<file path="src/rtl/sargantana_icache_inval_seq.sv">
// +--------------------------------------------------------------------------+
// | Module   : sargantana_icache_inval_seq                                   |
// | Purpose  : Icache invalidation initiator. Serialises fence.i full-cache  |
// |            flushes and external per-line invalidations onto a single     |
// |            one-line-per-cycle inval strobe. ICACHE_INVAL_FIFO_EN selects |
// |            a circular FIFO for external requests instead of one register.|
// | Revision : 1.0 - initial release                                         |
// +--------------------------------------------------------------------------+
`default_nettype none

module sargantana_icache_inval_seq #(
  parameter int ICACHE_N_WAY     = 4,
  parameter int ICACHE_IDX_WIDTH = 6,
  parameter int INVAL_FIFO_DEPTH = 4
) (
  input  logic                            clk_i,
  input  logic                            rstn_i,
  input  logic                            flush_req_i,
  output logic                            flush_ack_o,
  input  logic                            ext_inval_valid_i,
  output logic                            ext_inval_ready_o,
  input  logic [ICACHE_IDX_WIDTH-1:0]     ext_inval_idx_i,
  input  logic [$clog2(ICACHE_N_WAY)-1:0] ext_inval_way_i,
  input  logic                            cache_busy_i,
  output logic                            inval_o,
  output logic [ICACHE_IDX_WIDTH-1:0]     inval_idx_o,
  output logic [ICACHE_N_WAY-1:0]         inval_way_oh_o,
  output logic                            flush_ena_o
);

  localparam int c_way_w = $clog2(ICACHE_N_WAY);
  localparam logic [ICACHE_IDX_WIDTH-1:0] c_max_idx = {ICACHE_IDX_WIDTH{1'b1}};

  localparam logic [1:0] c_idle  = 2'd0;
  localparam logic [1:0] c_flush = 2'd1;
  localparam logic [1:0] c_done  = 2'd2;

  logic [1:0]                  r_state;
  logic [ICACHE_IDX_WIDTH-1:0] r_cnt;

  logic                        w_buf_empty;
  logic                        w_buf_full;
  logic [ICACHE_IDX_WIDTH-1:0] w_head_idx;
  logic [c_way_w-1:0]          w_head_way;
  logic                        w_push;
  logic                        w_pop;
  logic                        w_clear;
  logic                        w_idle;

  assign w_idle  = (r_state == c_idle);
  // A pending flush request takes the cycle away from buffered ext invals and
  // discards them, since the flush invalidates those lines anyway.
  assign w_clear = w_idle & flush_req_i;
  assign w_pop   = w_idle & ~flush_req_i & ~w_buf_empty & ~cache_busy_i;
  assign w_push  = ext_inval_valid_i & ext_inval_ready_o;

  assign ext_inval_ready_o = w_idle & ~w_buf_full & ~flush_req_i;

  always_ff @(posedge clk_i or negedge rstn_i) begin
    if (!rstn_i) begin
      r_state <= c_idle;
      r_cnt   <= '0;
    end else begin
      case (r_state)
        c_idle: begin
          if (flush_req_i) begin
            r_state <= c_flush;
            r_cnt   <= '0;
          end
        end
        c_flush: begin
          if (!cache_busy_i) begin
            r_cnt <= r_cnt + ICACHE_IDX_WIDTH'(1);
            if (r_cnt == c_max_idx) begin
              r_state <= c_done;
            end
          end
        end
        c_done:  r_state <= c_idle;
        default: r_state <= c_idle;
      endcase
    end
  end

`ifdef ICACHE_INVAL_FIFO_EN
  localparam int c_ptr_w = $clog2(INVAL_FIFO_DEPTH);

  logic [c_ptr_w:0]            r_wr_ptr;
  logic [c_ptr_w:0]            r_rd_ptr;
  logic [ICACHE_IDX_WIDTH-1:0] r_mem_idx [INVAL_FIFO_DEPTH];
  logic [c_way_w-1:0]          r_mem_way [INVAL_FIFO_DEPTH];

  // Pointers carry one extra wrap bit to tell full from empty.
  assign w_buf_empty = (r_wr_ptr == r_rd_ptr);
  assign w_buf_full  = (r_wr_ptr[c_ptr_w] != r_rd_ptr[c_ptr_w]) &&
                       (r_wr_ptr[c_ptr_w-1:0] == r_rd_ptr[c_ptr_w-1:0]);
  assign w_head_idx  = r_mem_idx[r_rd_ptr[c_ptr_w-1:0]];
  assign w_head_way  = r_mem_way[r_rd_ptr[c_ptr_w-1:0]];

  always_ff @(posedge clk_i or negedge rstn_i) begin
    if (!rstn_i) begin
      r_wr_ptr <= '0;
      r_rd_ptr <= '0;
    end else if (w_clear) begin
      r_wr_ptr <= '0;
      r_rd_ptr <= '0;
    end else begin
      if (w_push) r_wr_ptr <= r_wr_ptr + (c_ptr_w+1)'(1);
      if (w_pop)  r_rd_ptr <= r_rd_ptr + (c_ptr_w+1)'(1);
    end
  end

  always_ff @(posedge clk_i) begin
    if (w_push) begin
      r_mem_idx[r_wr_ptr[c_ptr_w-1:0]] <= ext_inval_idx_i;
      r_mem_way[r_wr_ptr[c_ptr_w-1:0]] <= ext_inval_way_i;
    end
  end
`else
  logic                        r_hold_vld;
  logic [ICACHE_IDX_WIDTH-1:0] r_hold_idx;
  logic [c_way_w-1:0]          r_hold_way;
  logic [31:0]                 w_unused_depth;

  assign w_unused_depth = INVAL_FIFO_DEPTH;
  assign w_buf_empty    = ~r_hold_vld;
  assign w_buf_full     = r_hold_vld;
  assign w_head_idx     = r_hold_idx;
  assign w_head_way     = r_hold_way;

  // Ready is low while the entry is held, so push and pop never coincide.
  always_ff @(posedge clk_i or negedge rstn_i) begin
    if (!rstn_i) begin
      r_hold_vld <= 1'b0;
      r_hold_idx <= '0;
      r_hold_way <= '0;
    end else if (w_clear || w_pop) begin
      r_hold_vld <= 1'b0;
    end else if (w_push) begin
      r_hold_vld <= 1'b1;
      r_hold_idx <= ext_inval_idx_i;
      r_hold_way <= ext_inval_way_i;
    end
  end
`endif

  always_comb begin
    inval_o        = 1'b0;
    inval_idx_o    = '0;
    inval_way_oh_o = '0;
    flush_ack_o    = 1'b0;
    flush_ena_o    = 1'b0;
    case (r_state)
      c_flush: begin
        flush_ena_o    = 1'b1;
        inval_o        = ~cache_busy_i;
        inval_idx_o    = r_cnt;
        inval_way_oh_o = '1;
      end
      c_done: begin
        flush_ena_o = 1'b1;
        flush_ack_o = 1'b1;
      end
      default: begin
        if (!w_buf_empty) begin
          inval_o        = w_pop;
          inval_idx_o    = w_head_idx;
          inval_way_oh_o = {{(ICACHE_N_WAY-1){1'b0}}, 1'b1} << w_head_way;
        end
      end
    endcase
  end

endmodule

`default_nettype wire

</file>
<file path="config.mk">
export PLATFORM = sky130hd
export DESIGN_NAME = sargantana_icache_inval_seq
export DESIGN_NICKNAME = d
export VERILOG_FILES = /design/src/rtl/sargantana_icache_inval_seq.sv
export SDC_FILE = /design/constraint.sdc
export NUM_CORES = 1
export LEC_CHECK = 0
export CAP_MARGIN = 20
export CORE_MARGIN = 1.5
export CORE_UTILIZATION = 45
export DETAILED_ROUTE_END_ITERATION = 8
export GPL_ROUTABILITY_DRIVEN = 0
export PLACE_DENSITY_LB_ADDON = 0.12
export SYNTH_ARGS = -nofsm -noshare
export SYNTH_HDL_FRONTEND = slang
export SYNTH_SLANG_ARGS = --single-unit
</file>
<file path="constraint.sdc">
create_clock -name clk_i -period 2.15 [get_ports clk_i]
set_input_delay 0.3225 -clock clk_i [delete_from_list [all_inputs] [get_ports clk_i]]
set_output_delay 0.3225 -clock clk_i [all_outputs]
set_load 0.005 [all_outputs]
</file>
======== Word-level counts from Yosys, hierarchy flattened ========
Cells that the tools add are included.
word-level totals
  output and inout bits ................... 14
  word-level logic and storage cells ...... 49
  register bits ........................... 17
operators by class
  bitwise logic cells ..................... 11
  $add $sub $neg .......................... 1
  equal/unequal tests ..................... 6
  shift-type cells ........................ 1
  reduce and logical (&&, ||, !) cells .... 8
  muxes and demuxes ....................... 17
operator list
  operator             count
  $pmux 6 s2           2
  $mux 6               3
  $pmux 4 s2           1
  $and 1x1->1          7
  $add 6x1->6 const B  1
  $eq 6x6->1 const B   1
  $mux 2               3
  $ne 2x2->1 const B   3
  $reduce_and 3->1     2
  $mux 1               5
  $mux 4               1
  $not 1->1            4
  $pmux 2 s2           1
  $reduce_bool 2->1    2
  $shl 1x2->4 const A  1
  $eq 2x1->1 const B   1
  $eq 2x2->1 const B   1
  $logic_not 2->1      1
  $pmux 1 s2           1
  $reduce_and 2->1     1
  $reduce_or 2->1      1
  $logic_or 1x1->1     1

======== Logic depth before layout (Yosys ltp) ========
Gate-level depths: netlist of run 1.
  depth in word-level cells ............... 7
  depth in mapped cells ................... 6
  mapped depth without buffers ............ 6

======== Worst setup path before layout of run 1 ========
Ideal clock, no wire load.
  path type ............................... register to output
  from .................................... register r_state[0]
  to ...................................... output port inval_idx_o[0]
  path buffers ............................ 1
  setup slack ............................. 516 ps
  data arrival time ....................... 1312 ps
  cell stages (with the launch flop) ...... 6
  data required time ...................... 1827 ps
  cells stage by stage .................... dfrtp_1 -> inv_1 -> ha_1 -> and2_0 -> clkbuf_1 -> a22o_1
on the way
  longest elaborated chain between the ends .. 2
  elaborated cells on any way between the ends .. 3
  those cells by class .................... eq/ne (2); mux (1)
ends and longest elaborated chain
  element                                          line  text
  from (decl)                                      38    logic [1:0] r_state;
  from (signal assigned)                           61    r_state <= c_idle;
  from (signal assigned)                           67    r_state <= c_flush;
  from (signal assigned)                           75    r_state <= c_done;
  $eq 2x2->1 / $eq 2x1->1 (equally long branches)  153   case (r_state)
  $pmux 6 s2 (*)                                   153
  to (decl)                                        26    output logic [ICACHE_IDX_WIDTH-1:0] inval_idx_o,
Mark *: on every way between the ends. The rest lies on a longest branch, timed or not.

======== Final worst setup path of run 1 ========
  from .................................... register r_state[1]
  to ...................................... output port inval_idx_o[5]
The elaborated chain is that of the path after synthesis.

==> flow_summary.toml, run 1 <==
[layout]
fin_area_um2 = 1380
drive_gt1_frac = 0.313
syn_to_final_growth_pct = 40.8
ff_latch_area_um2 = 425
n_antenna_cell = 0
multi_input_area_um2 = 562
fillers = 167
num-nets-final = 150

[synthesis]
syn_nets = 110
synth_cell_types = 30
ys_seq_elements = 17
yosysSeqAreaShare = 0.435
netlist_instances = 92
synth_area_um2 = 978
syn_avg_cell_area_um2 = 10.6
ys_warn_count = 0

[worst_setup_path]
path_class = "flip-flop to primary output"
critPathArrivalTime_ns = 1.69
reg2reg_slack_ns = 0.50
worst_r2r_path_depth = 7
path_buf_inv = 4
crit_path_max_fanout = 6
required_ns = 1.83
crit_chain = "inv_2 > ha_4 > nor2_4 > buf_6 > buf_6 > a22o_1 > clkdlybuf4s15_1"
cp_slowest_cell = "dfrtp_1"
crit_family = "buffers and inverters"
crit_top_cell = "buf_6"
rr_startpoint = "r_state[1]$_DFFE_PN0P_"
cp-end-kind = "primary output"
r2r-end = "r_cnt[2]$_DFFE_PN0P_"
max_stage_delay_ns = 0.38
start_kind = "flip-flop"

[route]
viasPerCell = 5.44
wl_mm = 2.25
vias = 860
first_iter_violations = 8
wl_per_cell_um = 14.2
first_pass_iters = 4
route.detailed.drc = 0
postRouteAntennaNets = 0

[timing]
tightest_slew_ns = 0.423
finalCritPeriodShare = 0.937
fin_skew_ns = 0.00510
rsz0062_at_grt = "no"
worst_slack_ns = 0.136
setup_violations = 0
holdWs_ns = 0.340
fmax_ghz = 0.496
hold_violations = 0
slew_headroom = 0.717
fin_crit_ns = 2.01
final.setup.tns_ns = 0
slew_violations = 0

[clock_network]
insertion_delay_ns = 0.29
clkTransAtPathRegs_ns = 0.10
cts_buffers = 3
clock_sinks = 17
cts_tree = "yes"
clockBufferDepth = 2
cts-root-buf = "clkbuf_4"
h-tree-depth = 1

[power_and_ir_drop]
p_leak_nw = 0.643
internal_power_mw = 0.961
power_frac_clock = 0.113
pwr-share-comb = 0.523
max-vdd-ir-drop_mv = 0.763
swShare = 0.379
p_per_area_nw_per_um2 = 1120
power_switching_mw = 0.586
seq_power_share = 0.365

[floorplanning]
pin_count = 27
die-area_um2 = 2460
core_region_area_um2 = 2000
initial_core_util = 0.489
chipHeight_um = 49.6
fp.dieW_um = 49.6
row_count = 16

[global_routing]
antenna_found_initial = 0
grt_pass1_wl_mm = 3.86
first_global_vias = 867
grt_use_total = 0.208
grt_overflow = 0
grt_max_degree = 18

[place]
portBuffers = 26
place_hpwl_mm = 1.75
pre_cts_slack_ns = 0.0501
dpl_cell_area_um2 = 1340

[flow_run]
maxCapViolations = 0

[worst_hold_path]
hold_class = "input pin to asynchronous set/reset pin"

[outcome]
outcome = "finished, final reports clean"
[worst max-delay path by stage]
stage | start | to | slack [ns] | cells past startpoint
after floorplan | r_state[0]$_DFFE_PN0P_ | inval_idx_o[0] | 0.52 | 5
after global placement | r_state[1]$_DFFE_PN0P_ | inval_idx_o[0] | 0.09 | 6
after detailed placement | r_state[1]$_DFFE_PN0P_ | inval_idx_o[4] | 0.05 | 6
after CTS | r_state[1]$_DFFE_PN0P_ | inval_idx_o[4] | 0.007 | 7
after global routing | r_state[1]$_DFFE_PN0P_ | inval_idx_o[5] | 0.04 | 7
final | r_state[1]$_DFFE_PN0P_ | inval_idx_o[5] | 0.14 | 7
[cells by family after synthesis]
| group | count (synthesis) | synth area share |
|---|---|---|
| buffers and inverters | 4 | 0.0153 |
| AND/OR/NAND/NOR | 36 | 0.214 |
| AO/OA/AOI/OAI | 17 | 0.130 |
| flip-flops | 17 | 0.435 |
| XOR/XNOR | 4 | 0.0358 |
| multiplexers | 9 | 0.106 |
| adder cells (fa/ha/maj) | 5 | 0.0639 |
[worst reg2reg max path: stages, from the launching register on]
cell     delay [ns]
dfrtp_1        0.38
inv_2          0.07
ha_1           0.20
buf_4          0.17
and2_1         0.20
nor3b_1        0.29
xnor2_1        0.18
nor2_1         0.06
[synth_stat cells]
| cell | count | share of area |
|---|---|---|
| inv_1 | 3 | 0.012 |
| a21o_1 | 1 | 0.0077 |
| nor3_4 | 1 | 0.017 |
| mux2_2 | 8 | 0.092 |
| or2b_1 | 1 | 0.0077 |
| and2_0 | 1 | 0.0064 |
| nor2_2 | 1 | 0.0064 |
| xnor2_1 | 4 | 0.036 |
| and3b_2 | 1 | 0.010 |
| nor3_1 | 3 | 0.015 |
| nor4b_2 | 1 | 0.015 |
| nor2b_2 | 1 | 0.0090 |
| a22o_1 | 6 | 0.054 |
| a22o_2 | 2 | 0.020 |
| dfrtp_1 | 17 | 0.43 |
| o22ai_1 | 1 | 0.0064 |
| nand3b_1 | 2 | 0.015 |
| o41ai_1 | 1 | 0.0090 |
| o31ai_1 | 1 | 0.0077 |
| nand2_1 | 8 | 0.031 |
| mux2i_2 | 1 | 0.014 |
| ha_1 | 5 | 0.064 |
| and2_1 | 1 | 0.0064 |
| o21ai_0 | 3 | 0.015 |
| nor3b_1 | 1 | 0.0077 |
| clkbuf_1 | 1 | 0.0038 |
| a21oi_1 | 2 | 0.010 |
| nor2_1 | 10 | 0.038 |
| nor4_2 | 1 | 0.013 |
| nand3_1 | 3 | 0.015 |
[layer usage]
metal / vias up / share of wire / global-route usage / wire length [um]
met5: - / 0 / 0 / 0
li1: 411 / - / - / -
met2: 24 / 0.51 / 0.353 / 1150
met4: 0 / 0.0076 / 0.0787 / 17
met1: 423 / 0.43 / 0.253 / 969
met3: 2 / 0.048 / 0.0515 / 109
[cell usage in the layout (no fill, tap or decap), types with 2 or more instances in the layout]
cell,Yosys,layout
o21ai_0,3,3
dfrtp_1,17,17
nand3b_1,2,2
a22o_1,6,6
buf_6,0,2
nor2_1,10,10
clkdlybuf4s50_1,0,14
clkbuf_2,0,5
mux2_2,8,8
buf_4,0,8
nor3_1,3,3
a22o_2,2,2
nand3_1,3,3
dlygate4sd2_1,0,4
dlymetal6s2s_1,0,2
inv_2,0,2
xnor2_1,4,4
ha_1,5,4
clkbuf_4,0,3
nand2_1,8,8
[power by group through the flow]
| stage | combinational, mW | sequential, mW | clock, mW |
|---|---|---|---|
| 4_1_cts | 0.823 | 0.560 | 0.182 |
| 2_1_floorplan | 0.459 | 0.530 | 0 |
| 5_1_grt | 0.892 | 0.582 | 0.196 |
| 3_5_place_dp | 0.810 | 0.566 | 0 |
| 3_3_place_gp | 0.787 | 0.557 | 0 |
| 6_report | 0.808 | 0.565 | 0.174 |
[cell type report]
cell class / instances / share of cell area
Multi-Input combinational cell: 71 / 0.408
Sequential cell: 17 / 0.309
Timing Repair Buffer: 36 / 0.231
Tap cell: 27 / 0.0245
Clock buffer: 3 / 0.0163
Inverter: 3 / 0.00817
Clock inverter: 1 / 0.00363
[metrics by stage]
step / cells / power, mW / util
after floorplan: 92 / 0.989 / -
after global placement: 153 / 1.34 / 0.668
after detailed placement: 153 / 1.38 / 0.668
after CTS: 159 / 1.56 / 0.694
after global routing: 158 / 1.67 / 0.688
final: 158 / 1.55 / 0.688
[state kept, by name, summed over array words and instances, names as in the netlist]
register and count:
r_cnt 6, r_hold_idx 6, r_hold_way 2, r_state 2
r_hold_vld 1
[repair_timing]
item / 4_1_cts / 5_1_grt
resized for setup: 16 / 15
pin swaps: 1 / 1
hold buffers: 0 / 0
setup endpoints to repair: 12 / 9
buffers inserted: 2 / 0
No activity file was read; power rests on OpenSTA's default activity.
==> inputs of run 2 (changes only) <==
==> constraint.sdc (replaced) <==
create_clock -name clk_i -period 2 [get_ports clk_i]
set_input_delay 0.3 -clock clk_i [delete_from_list [all_inputs] [get_ports clk_i]]
set_output_delay 0.3 -clock clk_i [all_outputs]
set_load 0.005 [all_outputs]
==> run 2 against run 1 <==
- clock power grew 12%
- via count grew 5.2%
- clock skew grew 0.0011 ns
- register-to-register slack lost 0.32 ns
- final cell count grew 4.4%
- global-route usage grew 0.94 points
- largest power group unchanged
- highest routed layer unchanged
==> flow_summary.toml, run 2 (same netlist as run 1, synthesis figures left out) <==
[clock_network]
ctsHoldBuffers = 0
clockBufferDepth = 2
cts_buffers = 3
clkTransAtPathRegs_ns = 0.11
clock_sinks = 17
cts_tree = "yes"
h-tree-depth = 1
cts-root-buf = "clkbuf_4"
insertion_delay_ns = 0.30

[floorplanning]
row_count = 16
fp.dieW_um = 49.6
chipHeight_um = 49.6
pin_count = 27
die-area_um2 = 2460
core_region_area_um2 = 2000
initial_core_util = 0.489

[power_and_ir_drop]
seq_power_share = 0.338
pwr-share-comb = 0.553
p_per_area_nw_per_um2 = 1240
power_switching_mw = 0.682
power_frac_clock = 0.109
p_leak_nw = 0.658
max-vdd-ir-drop_mv = 0.803
swShare = 0.381
internal_power_mw = 1.11

[global_routing]
antenna_found_initial = 0
grt_pass1_wl_mm = 4.11
grt_max_degree = 18
grt_use_total = 0.218
grt_overflow = 0
first_global_vias = 940

[worst_setup_path]
cp-startpoint = "r_state[0]$_DFFE_PN0P_"
start_kind = "flip-flop"
rr_startpoint = "r_state[1]$_DFFE_PN0P_"
critPathArrivalTime_ns = 1.66
required_ns = 1.70
crit_path_max_fanout = 4
cp-end-kind = "primary output"
path_class = "flip-flop to primary output"

[worst_hold_path]
hold_class = "input pin to asynchronous set/reset pin"

[timing]
fin_skew_ns = 0.00622
final.setup.tns_ns = 0
worst_slack_ns = 0.0446
fin_crit_ns = 1.96
rsz0062_at_grt = "no"
slew_headroom = 0.727
hold_violations = 0
slew_violations = 0
tightest_slew_ns = 0.402
setup_violations = 0
finalCritPeriodShare = 0.978
fmax_ghz = 0.511

[layout]
layout_commonest_cell = "dfrtp_1"
top_regs = "r_cnt: 6 flops, r_hold_idx: 6 flops"
final_cell_mix = "17 x dfrtp_1, 15 x buf_4, 14 x clkdlybuf4s50_1"
fillers = 151
num-nets-final = 157
n_antenna_cell = 0
drive_gt1_frac = 0.391
syn_to_final_growth_pct = 47.2
multi_input_area_um2 = 583
ff_latch_area_um2 = 425

[route]
first_iter_violations = 16
vias = 905
wl_mm = 2.46
first_pass_iters = 6
wl_per_cell_um = 14.9
postRouteAntennaNets = 0
viasPerCell = 5.48
route.detailed.drc = 0

[place]
pre_cts_slack_ns = -0.0465
portBuffers = 26
place_hpwl_mm = 1.78

[flow_run]
maxCapViolations = 0

[outcome]
outcome = "finished, final reports clean"
## run 2: worst max-delay path: stages, from the launching register on
cell	delay, ns
dfrtp_1	0.38
inv_2	0.06
ha_4	0.30
buf_4	0.12
clkdlybuf4s50_1	0.49
## run 2: metal layers
layer | up-vias | GRT usage | part of all wire
met2 | 23 | 0.382 | 0.52
met4 | 0 | 0.0741 | 0.015
met3 | 4 | 0.0364 | 0.046
met1 | 450 | 0.268 | 0.42
met5 | - | 0 | 0
li1 | 428 | - | -
## run 2: power by group through the flow
stage                     logic (mW)  registers [mW]  clock network, mW
after floorplan                0.493           0.569                  0
after global routing            1.07           0.624              0.212
after CTS                       1.02           0.602              0.199
after global placement         0.911           0.590                  0
after detailed placement       0.933           0.601                  0
final                          0.989           0.603              0.195
## run 2: cell type report
cell class,instances,area share
clock inverter,1,0.00348
inverter,3,0.00782
timing repair buffer,43,0.249
clock buffer,3,0.0156
tap,27,0.0235
multi-input combinational,71,0.405
sequential,17,0.295
## run 2: per-stage QoR
step	instance area, um2	std cells	total power [mW]	utilization	hold slack (ns)
floorplan	978	92	1.06	-	0.00441
global placement	1390	158	1.50	0.693	0.492
detailed placement	1390	158	1.53	0.693	0.498
CTS	1480	167	1.82	0.739	0.323
global route	1440	165	1.91	0.719	0.328
finish	1440	165	1.79	0.719	0.313
## run 2: repair_timing
action	in CTS	in global routing
gates cloned	0	0
resized for setup	32	11
setup buffers	5	0
setup endpoints to repair	13	8
pin swaps	1	4
## run 2: worst paths after layout
check / end / slack (ns) / cells past startpoint
worst max-delay path: flush_ena_o / 0.04 / 4
worst min-delay path: r_state[1]$_DFFE_PN0P_ / 0.31 / 2
worst max register to register: r_cnt[3]$_DFFE_PN0P_ / 0.18 / 9
max in group asynchronous: r_hold_idx[1]$_DFFE_PN0P_ / 1.49 / 2
min in group clk_i: r_hold_idx[1]$_DFFE_PN0P_ / 0.52 / 1
worst min register to register: r_hold_idx[1]$_DFFE_PN0P_ / 0.52 / 1
==> inputs of run 3 (changes only) <==
--- a/config.mk
+++ b/config.mk
@@ -8,9 +8,11 @@
 export CAP_MARGIN = 20
 export CORE_MARGIN = 1.5
 export CORE_UTILIZATION = 45
+export CTS_BUF_LIST = sky130_fd_sc_hd__clkbuf_8
 export DETAILED_ROUTE_END_ITERATION = 8
 export GPL_ROUTABILITY_DRIVEN = 0
 export PLACE_DENSITY_LB_ADDON = 0.12
+export RECOVER_POWER = 25
 export SYNTH_ARGS = -nofsm -noshare
 export SYNTH_HDL_FRONTEND = slang
 export SYNTH_SLANG_ARGS = --single-unit
==> run 3 against run 2 <==
- global-route usage up 2.4 points
- largest cell class unchanged
- clock-buffer cell count unchanged
- utilization up 2.8 points
- sequential share of layout area down 1.1 points
- wire length up 7.9%
- first-iteration DRC count up 13%
==> flow_summary.toml, run 3 (same netlist as run 1, synthesis figures left out) <==
[timing]
worst_slack_ns = 0.0606
fin_crit_ns = 1.94
slew_headroom = 0.359
tightest_slew_ns = 0.962
rsz0062_at_grt = "no"
setup_violations = 0
holdWs_ns = 0.508
slew_violations = 0
hold_violations = 0
fin_skew_ns = 0.00393
finalCritPeriodShare = 0.970
fmax_ghz = 0.516

[layout]
final_cell_mix = "17 x dfrtp_1, 16 x buf_4, 12 x clkdlybuf4s50_1"
layout_commonest_cell = "dfrtp_1"
num-nets-final = 160
top_regs = "r_cnt: 6 flops, r_hold_idx: 6 flops"
final_core_util = 0.748
syn_to_final_growth_pct = 52.9
fin_area_um2 = 1500
drive_gt1_frac = 0.383
n_antenna_cell = 0

[power_and_ir_drop]
p_per_area_nw_per_um2 = 1300
p_leak_nw = 0.703
p_total_mw = 1.94
max-vdd-ir-drop_mv = 0.933

[clock_network]
h-tree-depth = 1
clock_sinks = 17
clkTransAtPathRegs_ns = 0.07
cts_buffers = 3
cts-root-buf = "clkbuf_8"
cts_tree = "yes"
insertion_delay_ns = 0.26
clockBufferDepth = 2

[global_routing]
grt_use_total = 0.241
grt_pass1_wl_mm = 4.42
grt_max_degree = 18
first_global_vias = 953
antenna_found_initial = 0
grt_overflow = 0

[worst_setup_path]
required_ns = 1.70
cp-end-kind = "primary output"
worst_r2r_path_depth = 9
start_kind = "flip-flop"
crit_chain = "inv_2 > ha_4 > and2_1 > buf_12 > a22o_1 > buf_2"
cp_slowest_cell = "dfrtp_1"
crit_path_max_fanout = 6
reg2reg_slack_ns = 0.20
cp-startpoint = "r_state[0]$_DFFE_PN0P_"
crit_family = "flip-flops"
max_stage_delay_ns = 0.40
rr_startpoint = "r_state[1]$_DFFE_PN0P_"
path_class = "flip-flop to primary output"
cp.depth = 6
r2r-end = "r_cnt[3]$_DFFE_PN0P_"
critPathCapture = "inval_idx_o[2]"
critPathArrivalTime_ns = 1.64
path_buf_inv = 3

[place]
pre_cts_slack_ns = -0.0465
place_hpwl_mm = 1.78
dpl_cell_area_um2 = 1390
portBuffers = 26

[route]
route.detailed.drc = 0
wl_mm = 2.66
viasPerCell = 5.46
wl_per_cell_um = 15.8
first_pass_iters = 4
first_iter_violations = 18
vias = 917
postRouteAntennaNets = 0

[flow_run]
maxCapViolations = 0

[floorplanning]
chipHeight_um = 49.6
die-area_um2 = 2460
row_count = 16
fp.dieW_um = 49.6
pin_count = 27
initial_core_util = 0.489
core_region_area_um2 = 2000

[worst_hold_path]
hold_class = "flip-flop to flip-flop"

[outcome]
outcome = "finished, final reports clean"
## run 3: changes by cell type in the layout (fill, tap and decap cells not counted), sizes merged
cell           delta
clkdlybuf4s15     +1
dlymetal6s2s      +1
dlygate4sd3       +1
clkbuf            -4
clkdlybuf4s50     -2
buf               +6
## run 3: power by group
group	total [mW]	internal [mW]	switching, mW
registers	0.610	0.476	0.134
clock network	0.265	0.139	0.126
logic	1.07	0.608	0.457
total	1.94	1.22	0.718
## run 3: routing by layer
metal / track usage / up-vias / wire [um]
li1: - / 430 / -
met1: 0.282 / 461 / 1120
met2: 0.453 / 22 / 1430
met3: 0.0182 / 4 / 67
met4: 0.0926 / 0 / 40
met5: 0 / - / 0
## run 3: metrics by stage
step / TNS, ns / instances
after floorplan: 0 / 92
after detailed placement: -0.203 / 158
after global routing: 0 / 168
after global placement: -0.00392 / 158
final: 0 / 168
after CTS: -0.0700 / 168
## run 3: cell type report
cell class | instances | area (um2)
timing repair buffer | 46 | 398
tap | 27 | 33.8
sequential | 17 | 425
fill | 148 | 505
clock buffer | 3 | 41.3
inverter | 3 | 11.3
clock inverter | 1 | 5.00
multi-input combinational | 71 | 582
## run 3: timing repair
item,CTS,global route
buffers inserted,6,1
endpoints found under the hold margin,0,0
endpoints found under the setup margin,12,9
pin swaps,2,3
hold buffers,0,0
gates resized for setup,39,7
gates cloned,0,0
## run 3: worst reg2reg max path: cells and delay by family (launching register included)
family | cells | cell delay [ns]
adders and majority gates | 1 | 0.16
and+or+nand+nor | 3 | 0.55
xor gates and xnor gates | 1 | 0.16
DFF | 1 | 0.36
buffers and inverters | 4 | 0.45
## run 3: worst min path at each step
stage,startpoint,end,cells past startpoint,slack (ns)
after detailed placement,r_hold_idx[1]$_DFFE_PN0P_,r_hold_idx[1]$_DFFE_PN0P_,1,0.50
after global routing,r_hold_idx[0]$_DFFE_PN0P_,r_hold_idx[0]$_DFFE_PN0P_,1,0.53
final,r_hold_idx[1]$_DFFE_PN0P_,r_hold_idx[1]$_DFFE_PN0P_,1,0.51
after global placement,r_hold_idx[0]$_DFFE_PN0P_,r_hold_idx[0]$_DFFE_PN0P_,1,0.49
after CTS,rstn_i,r_cnt[0]$_DFFE_PN0P_,2,0.38
after floorplan,rstn_i,r_cnt[0]$_DFFE_PN0P_,0,0.004
